<file path="config.mk">
export PLATFORM = sky130hd
export DESIGN_NAME = fa8_chain_seq
export DESIGN_NICKNAME = d
export VERILOG_FILES = /design/src/rtl/fa8_chain_seq.sv
export SDC_FILE = /design/constraint.sdc
export NUM_CORES = 1
export LEC_CHECK = 0
export CAP_MARGIN = 10
export CORE_MARGIN = 2
export CORE_UTILIZATION = 34
export DETAILED_ROUTE_END_ITERATION = 6
export PLACE_DENSITY_LB_ADDON = 0.15
export RECOVER_POWER = 25
export REMOVE_ABC_BUFFERS = 1
export SYNTH_ARGS = -nofsm -noshare
export SYNTH_HDL_FRONTEND = slang
export SYNTH_SLANG_ARGS = --single-unit
</file>
<file path="constraint.sdc">
create_clock -name clk -period 6 [get_ports clk]
set_input_delay 0.6 -clock clk [delete_from_list [all_inputs] [get_ports clk]]
set_output_delay 0.6 -clock clk [all_outputs]
set_load 0.1 [all_outputs]
</file>
<file path="src/rtl/fa8_chain_seq.sv">
// fa8_chain_seq: multi-precision adder that reuses one 8-bit adder (bit_FA8),
// processing one byte-wide chunk per clock, LSB chunk first, with the carry
// held in a register between chunks. Start/busy/done handshake.
// Optional feature macro: FA8_SEQ_SUB_EN adds a `sub` input selecting a - b.

// 8-bit adder with carry in; s[8] is the carry out.
module bit_FA8 (
    input  logic [7:0] a,
    input  logic [7:0] b,
    input  logic       cin,
    output logic [8:0] s
);
    assign s = {1'b0, a} + {1'b0, b} + {8'd0, cin};
endmodule

module fa8_chain_seq #(
    parameter int NUM_CHUNKS = 4
) (
    input  logic                    clk,
    input  logic                    rst,
    input  logic                    start,
    input  logic [8*NUM_CHUNKS-1:0] a,
    input  logic [8*NUM_CHUNKS-1:0] b,
    input  logic                    cin,
`ifdef FA8_SEQ_SUB_EN
    input  logic                    sub,
`endif
    output logic                    busy,
    output logic                    done,
    output logic [8*NUM_CHUNKS-1:0] sum,
    output logic                    cout
);
    localparam int W     = 8 * NUM_CHUNKS;
    localparam int IDX_W = $clog2(NUM_CHUNKS);
    localparam logic [IDX_W-1:0] LAST_IDX = IDX_W'(NUM_CHUNKS - 1);

    typedef enum logic [1:0] {
        IDLE = 2'd0,
        RUN  = 2'd1,
        DONE = 2'd2
    } state_t;

    state_t           state_q;
    logic [IDX_W-1:0] idx_q;
    logic             carry_q;
    logic [W-1:0]     a_q;
    logic [W-1:0]     b_q;
    logic [W-1:0]     sum_q;
    logic             cout_q;
    logic             busy_q;
    logic             done_q;

    // Operand B and initial carry as loaded on an accepted start.
    // Subtraction is a + ~b + 1, so B is stored already inverted.
    logic [W-1:0]     b_start_d;
    logic             carry_start_d;

`ifdef FA8_SEQ_SUB_EN
    assign b_start_d     = sub ? ~b : b;
    assign carry_start_d = sub ? 1'b1 : cin;
`else
    assign b_start_d     = b;
    assign carry_start_d = cin;
`endif

    // Chunk currently presented to the shared adder.
    logic [7:0] a_chunk;
    logic [7:0] b_chunk;
    logic [8:0] fa_s;

    assign a_chunk = a_q[8*idx_q +: 8];
    assign b_chunk = b_q[8*idx_q +: 8];

    bit_FA8 u_fa (
        .a   (a_chunk),
        .b   (b_chunk),
        .cin (carry_q),
        .s   (fa_s)
    );

    // Sequencer: latch on start, one chunk per cycle in RUN, one-cycle done.
    // Latched operands carry no reset; they are only read while in RUN.
    always_ff @(posedge clk) begin
        if (rst) begin
            state_q <= IDLE;
            idx_q   <= '0;
            carry_q <= 1'b0;
            busy_q  <= 1'b0;
            done_q  <= 1'b0;
            sum_q   <= '0;
            cout_q  <= 1'b0;
        end else begin
            case (state_q)
                IDLE: begin
                    if (start) begin
                        a_q     <= a;
                        b_q     <= b_start_d;
                        carry_q <= carry_start_d;
                        sum_q   <= '0;
                        cout_q  <= 1'b0;
                        idx_q   <= '0;
                        busy_q  <= 1'b1;
                        state_q <= RUN;
                    end
                end
                RUN: begin
                    sum_q[8*idx_q +: 8] <= fa_s[7:0];
                    carry_q             <= fa_s[8];
                    if (idx_q == LAST_IDX) begin
                        // Hold idx at the top chunk rather than wrapping.
                        cout_q  <= fa_s[8];
                        done_q  <= 1'b1;
                        state_q <= DONE;
                    end else begin
                        idx_q <= idx_q + 1'b1;
                    end
                end
                DONE: begin
                    done_q  <= 1'b0;
                    busy_q  <= 1'b0;
                    state_q <= IDLE;
                end
                default: begin
                    state_q <= IDLE;
                end
            endcase
        end
    end

    assign busy = busy_q;
    assign done = done_q;
    assign sum  = sum_q;
    assign cout = cout_q;

endmodule
</file>
; After elaboration in Yosys (flattened, before gate mapping)
; Cells that the tools add are included.
[totals]
reg_bits = 104
latch_bits = 0
mem_bits_rw = 0
mem_bits_ro = 0
in_bits = 68
memories = 0
[classes]
addsub = 4
n_mul = 0
div = 0
n_lt_le_gt_ge = 0
n_eq_ne = 6
shifts = 4
mux = 18
bitwise = 1
reduce_logical = 11
[op_table]
columns = cell, count
row1 = 32-bit case mux with 2 select lines, 1
row2 = 32-bit by 6-bit variable part select with 8-bit output, 2
row3 = 5-bit negation with 34-bit output, 1
row4 = 8-bit by 34-bit variable shift with 32-bit output (first input constant), 1
row5 = 8-bit by 34-bit variable part select with 32-bit output, 1
row6 = 32-bit bitwise mux, 1
row7 = 32-bit 2-to-1 mux, 1
row8 = 8-bit by 8-bit adder with 9-bit output, 1
row9 = 9-bit by 1-bit adder with 9-bit output, 1
row10 = 3-bit AND reduction, 3
row11 = 2-bit 2-to-1 mux, 4
row12 = 1-bit case mux with 2 select lines, 4
row13 = 2-bit case mux with 2 select lines, 2
row14 = 2-bit AND reduction, 4
row15 = 2-bit inequality test (second input constant), 3
row16 = 2-bit nonzero test, 3
row17 = 1-bit 2-to-1 mux, 5
row18 = 2-bit equality test (second input constant), 2
row19 = 2-bit by 1-bit adder with 2-bit output (second input constant), 1
row20 = 2-bit by 1-bit equality test with 1-bit output (second input constant), 1
row21 = 2-bit logical NOT, 1
row22 = 1-bit NOT, 1

; Depth between registers and ports, before layout
[logic_depth]
depth_word = 6
depth_mapped = 10
depth_no_buf = 9

; By module
; A second synthesis with hierarchy kept.
[hier_totals]
cells_unflattened = 275
area_unflattened_um2 = 4327.9
[modules_own_cells]
columns = module, instances, cells_per_inst, area_each_um2
row1 = fa8_chain_seq, 1, 233, 3996.3
row2 = bit_FA8, 1, 42, 331.6

; Worst setup path before layout
; OpenSTA, ideal clock, no wires.
[synth_path]
kind = input to register
from = input rst
to = register a_q[0], enable pin
setup_ns = 0.565
arrival_time_ns = 5.451
path_slack_ns = -0.015
cell_stages = 3
path_buffers = 2
path_cell_list = clkbuf_1 clkbuf_1 nor3_1
[synth_via]
elab_chain_len = 2
[synth_rtl]
columns = element, line
row1 = start: declaration, 20  ; input logic rst,
row2 = 1-bit NOT (no source line), n/a
row3 = 3-bit AND reduction (no source line), n/a
row4 = end signal: assignment, 96  ; a_q <= a;
row5 = end: declaration, 46  ; logic [W-1:0] a_q;
; Every way passes these cells.
; A chain may end at the register's enable or synchronous reset.

; Worst setup path in the final report
[layout_path]
from = register idx_q[1]
to = register carry_q
[layout_via]
elab_chain_len = 4
[layout_rtl]
columns = element, line
row1 = start: declaration, 44  ; logic [IDX_W-1:0] idx_q;
row2 = start signal: assignment, 115  ; idx_q <= idx_q + 1'b1;
row3 = 32-bit by 6-bit variable part select with 8-bit output (on tied branches), "71, 72"
row4 = 8-bit by 8-bit adder with 9-bit output (*), 13  ; assign s = {1'b0, a} + {1'b0, b} + {8'd0, cin};
row5 = 9-bit by 1-bit adder with 9-bit output (*), 13
row6 = 1-bit case mux with 2 select lines (*), 93  ; case (state_q)
row7 = end signal: assignment, 98  ; carry_q <= carry_start_d;
row8 = end signal: assignment, 108  ; carry_q <= fa_s[8];
row9 = end: declaration, 45  ; logic carry_q;
; Mark *: on every way between the ends. The rest lies on a longest branch, timed or not.

==> results <==
- The net count of the finished layout is 462.
- The number of global-route vias before repair is 2704.
- The number of distinct library cell variants in the gate-level netlist after synthesis is 40.
- Including well taps, the total number of placed cells is 517.
- The internal portion of total power is 1.170 mW.
- The worst hold path class is flip-flop to flip-flop.
- STA classifies the critical path startpoint as a flip-flop.
- The critical path is of the flip-flop to flip-flop type.
- The library cell with the largest summed area after synthesis is edfxtp_1.
- The iteration count of the initial detailed-routing pass is 4.
- The TritonCTS clock tree is built.
- Net switching is 25.35% of the power.
- The count of cells in the finished layout, fillers not included, comes to 533.
- Post-CTS repair changed the size of 0 cells.
- The share of total power dissipated in sequential elements is 51.1%.
- The number of antenna violations at the first check in global routing is 0.
- The boundary pin count is 103.
- The HPWL after detailed placement is 6349 um.
- In this run the cell area of the synthesized design comes to 4189 sq um.
- The die outline height is 115 um.
- The Yosys warning count is 0.
- The global-route wire length before repair is 13770 um.
- The instance area after placement is 5364 sq um.
- The peak supply drop is 0.1166 mV.
- Compared with the post-synthesis result, the final layout area differs by 34.41%.
- Counting instances, the worst hold path has a depth of 1.
- The actual slew at the worst max-slew pin is 0.9951 ns.
- The total count of max-transition violations in the final report is 0.
- The final period utilization is 52.52%.
- The required time of the critical path is 6.24 ns.
- The clock drives 104 sinks.
- By area the synthesized netlist is led by edfxtp_1, dfxtp_1, mux4_2.
- The fraction of final layout cells with drive strength greater than 1 is 12.18%.
- Setup repair after global routing left no endpoint under its margin.
- Summing all non-filler instances in the final layout gives an area of 5630 sq um.
- For this run, asynchronously set or reset flops after synthesis account for 0%.
- The number of clock buffers inserted by TritonCTS is 9.
- For this design the static power due to leakage is 1.954 nW.
- Between clock sinks in the finished design, the worst skew comes to 0.008047 ns.
- The core region is 12010 sq um.
- The die area is 13230 sq um.
- Clock-pin slew was measured on the worst setup and hold paths at 0.07 ns.
- The power density normalized to cell area is 278.3 nW/um^2.
- The number of buffers added on ports is 102.
- The overall overflow remaining after global route is 0.
- The max-capacitance violation count is 0.
- The H-tree was split into 3 levels.
- The routed via count is 2609.
- The power consumption is 1.567 mW.
- The width of the die is 115 um.
- The number of cell instances on the worst register-to-register path is 9.
- After clock tree synthesis, the flow added hold-fix buffers numbering 0.
- The wire length per cell after detailed routing is 16.05 um.
- Synthesis produced 275 cells.
- The number of setup buffers added after CTS is 0.
- The pin count of the biggest net entering global routing is 65.
- In the global route stage, overall resource usage came out at 13.57%.
- Headroom to the max-slew limit came out at 33.57%.
- The worst setup path is captured at a flip-flop.
- Data on the critical path arrives at its endpoint at 3.39 ns.
- In this run, synthesis produced a sequential element count of 104.
- The sequential element share of the synthesized area is 64.99%.
- The clock network accounts for 33.5% of the total power.
- Once detail routing completed, the nets flagged for antenna violations numbered 0.
- For this run, design rule violations remaining after detail routing come to 0.
- The setup TNS after final layout is 0 ns.
- The number of antenna cells inserted is 0.
- Per report_power, the combinational group accounts for 15.4% of the total.
- In this run the core area contains 40 standard-cell rows.
- Setup violations remaining at the end of the flow were counted as 0.
- Along the worst path, the maximum fanout reaches 21.
- The congestion estimate from routability-driven global placement came to 0.7390.
- The flow ran to the end, and the final reports show no timing, DRC or antenna violations.
- The number of enable-type register cells in the synthesized netlist is 64.
- Counting along the longest clock path gives a buffer depth of 2.
- Summed over all nets, the switching power comes to 397.2 uW.
- Clock tree synthesis selected as its root buffer the cell clkbuf_16.
- At the later pin of the worst-skew pair, clock insertion delay measures 0.34 ns.
- The synthesized area per cell is 15.23 sq um.
- The final routed wirelength across all metal layers is 8557 um.
- The synthesized design devotes to its leading area cell type 45.88% of total area.
- The shortest clock period the worst path allows after layout is 3.151 ns.
- Dividing the detail-routed via count by the number of cells gives 4.895.
- For this run, the share of the core covered by cells in the final layout is 46.88%.
- The number of DRC violations after detailed-routing iteration 0 is 139.
- Timing would allow up to 317.3 MHz.
- Among all flip-flop cells after synthesis, the most frequent one is edfxtp_1.
- The number of failing hold endpoints at the final stage is 0.
- For this configuration, the core starts out at a cell density of 34.88%.
## per-stage QoR
stage	worst slack, ns	hold WS [ns]
floorplan	0.3901	0.5936
global placement	2.815	0.4619
detailed placement	2.776	0.4639
CTS	2.770	0.4802
global route	2.596	0.4997
finish	2.849	0.4778
## registers in the layout, summed over array words and instances (netlist names)
name	flops
carry_q	1
a_q	32
state_q	2
b_q	32
done	1
idx_q	2
sum	32
cout	1
busy	1
## kinds of logic (layout without fill, tap and decap cells)
| family | count (synthesis) | in the layout | share of synthesized area (%) |
|---|---|---|---|
| AND/OR/NAND/NOR | 56 | 56 | 7.318 |
| XOR/XNOR | 6 | 6 | 1.254 |
| multiplexers | 16 | 16 | 8.602 |
| adder cells (fa/ha/maj) | 13 | 13 | 4.241 |
| AO/OA/AOI/OAI | 62 | 62 | 11.50 |
| flip-flops | 104 | 104 | 64.99 |
| buffers and inverters | 18 | 129 | 2.091 |
## path summary, 6_finish.rpt
check	start	end	slack, ns
worst min-delay path	sum[11]$_SDFFE_PP0P_	sum[11]$_SDFFE_PP0P_	0.48
worst min register to register	sum[11]$_SDFFE_PP0P_	sum[11]$_SDFFE_PP0P_	0.48
worst max-delay path	idx_q[1]$_SDFFE_PP0P_	carry_q$_SDFFE_PP0P_	2.85
worst max register to register	idx_q[1]$_SDFFE_PP0P_	carry_q$_SDFFE_PP0P_	2.85
## synth_stat cells, types with 2 or more instances
library cell,n
edfxtp_1,64
dfxtp_1,40
nor2_1,25
a22o_1,21
mux4_2,16
a22oi_1,14
ha_1,11
nand2_1,9
a21oi_1,8
inv_1,7
xnor2_1,6
a21o_1,5
buf_2,4
nor3_1,4
o21ai_0,4
and2b_1,3
clkbuf_1,3
a211oi_2,2
buf_4,2
fa_1,2
nand2_2,2
nand2b_1,2
nor2b_1,2
nor3_2,2
o21bai_1,2
## metal layers
layer,vias to the layer above,wire length [um],global-route usage [%]
li1,1270,-,-
met1,1240,4174,18.92
met2,88,3766,20.78
met3,11,467,2.688
met4,0,148,5.783
met5,-,0,0
## layout make-up
class	count	area, sq um
Sequential cell	104	2723
Timing Repair Buffer	105	1044
Clock inverter	5	33.78
Inverter	8	30.03
Clock buffer	11	232.7
Multi-Input combinational cell	153	1384
Fill cell	1081	6381
Tap cell	147	183.9
## cells in the final DEF (no fill, tap or decap), types with 11 or more instances in the layout
| cell type | n |
|---|---|
| edfxtp_1 | 64 |
| clkdlybuf4s50_1 | 52 |
| dlygate4sd3_1 | 50 |
| dfxtp_1 | 40 |
| nor2_1 | 25 |
| a22o_1 | 21 |
| mux4_2 | 16 |
| a22oi_1 | 14 |
| ha_1 | 11 |
## power by group through the flow
stage / clock network [mW] / registers [mW] / logic [mW]
after detailed placement: 0 / 0.817 / 0.250
after CTS: 0.540 / 0.801 / 0.251
after global placement: 0 / 0.816 / 0.250
after floorplan: 0 / 0.855 / 0.117
final: 0.525 / 0.800 / 0.242
after global routing: 0.571 / 0.803 / 0.263
## worst max-delay path: stages (launching register included)
cell	delay, ns
dfxtp_1	0.97
mux4_2	0.45
fa_1	0.46
inv_1	0.09
fa_1	0.19
nand2b_1	0.13
a21oi_1	0.08
a211oi_2	0.25
o21ai_0	0.17
o31a_1	0.25
No activity file was read; power rests on OpenSTA's default activity.
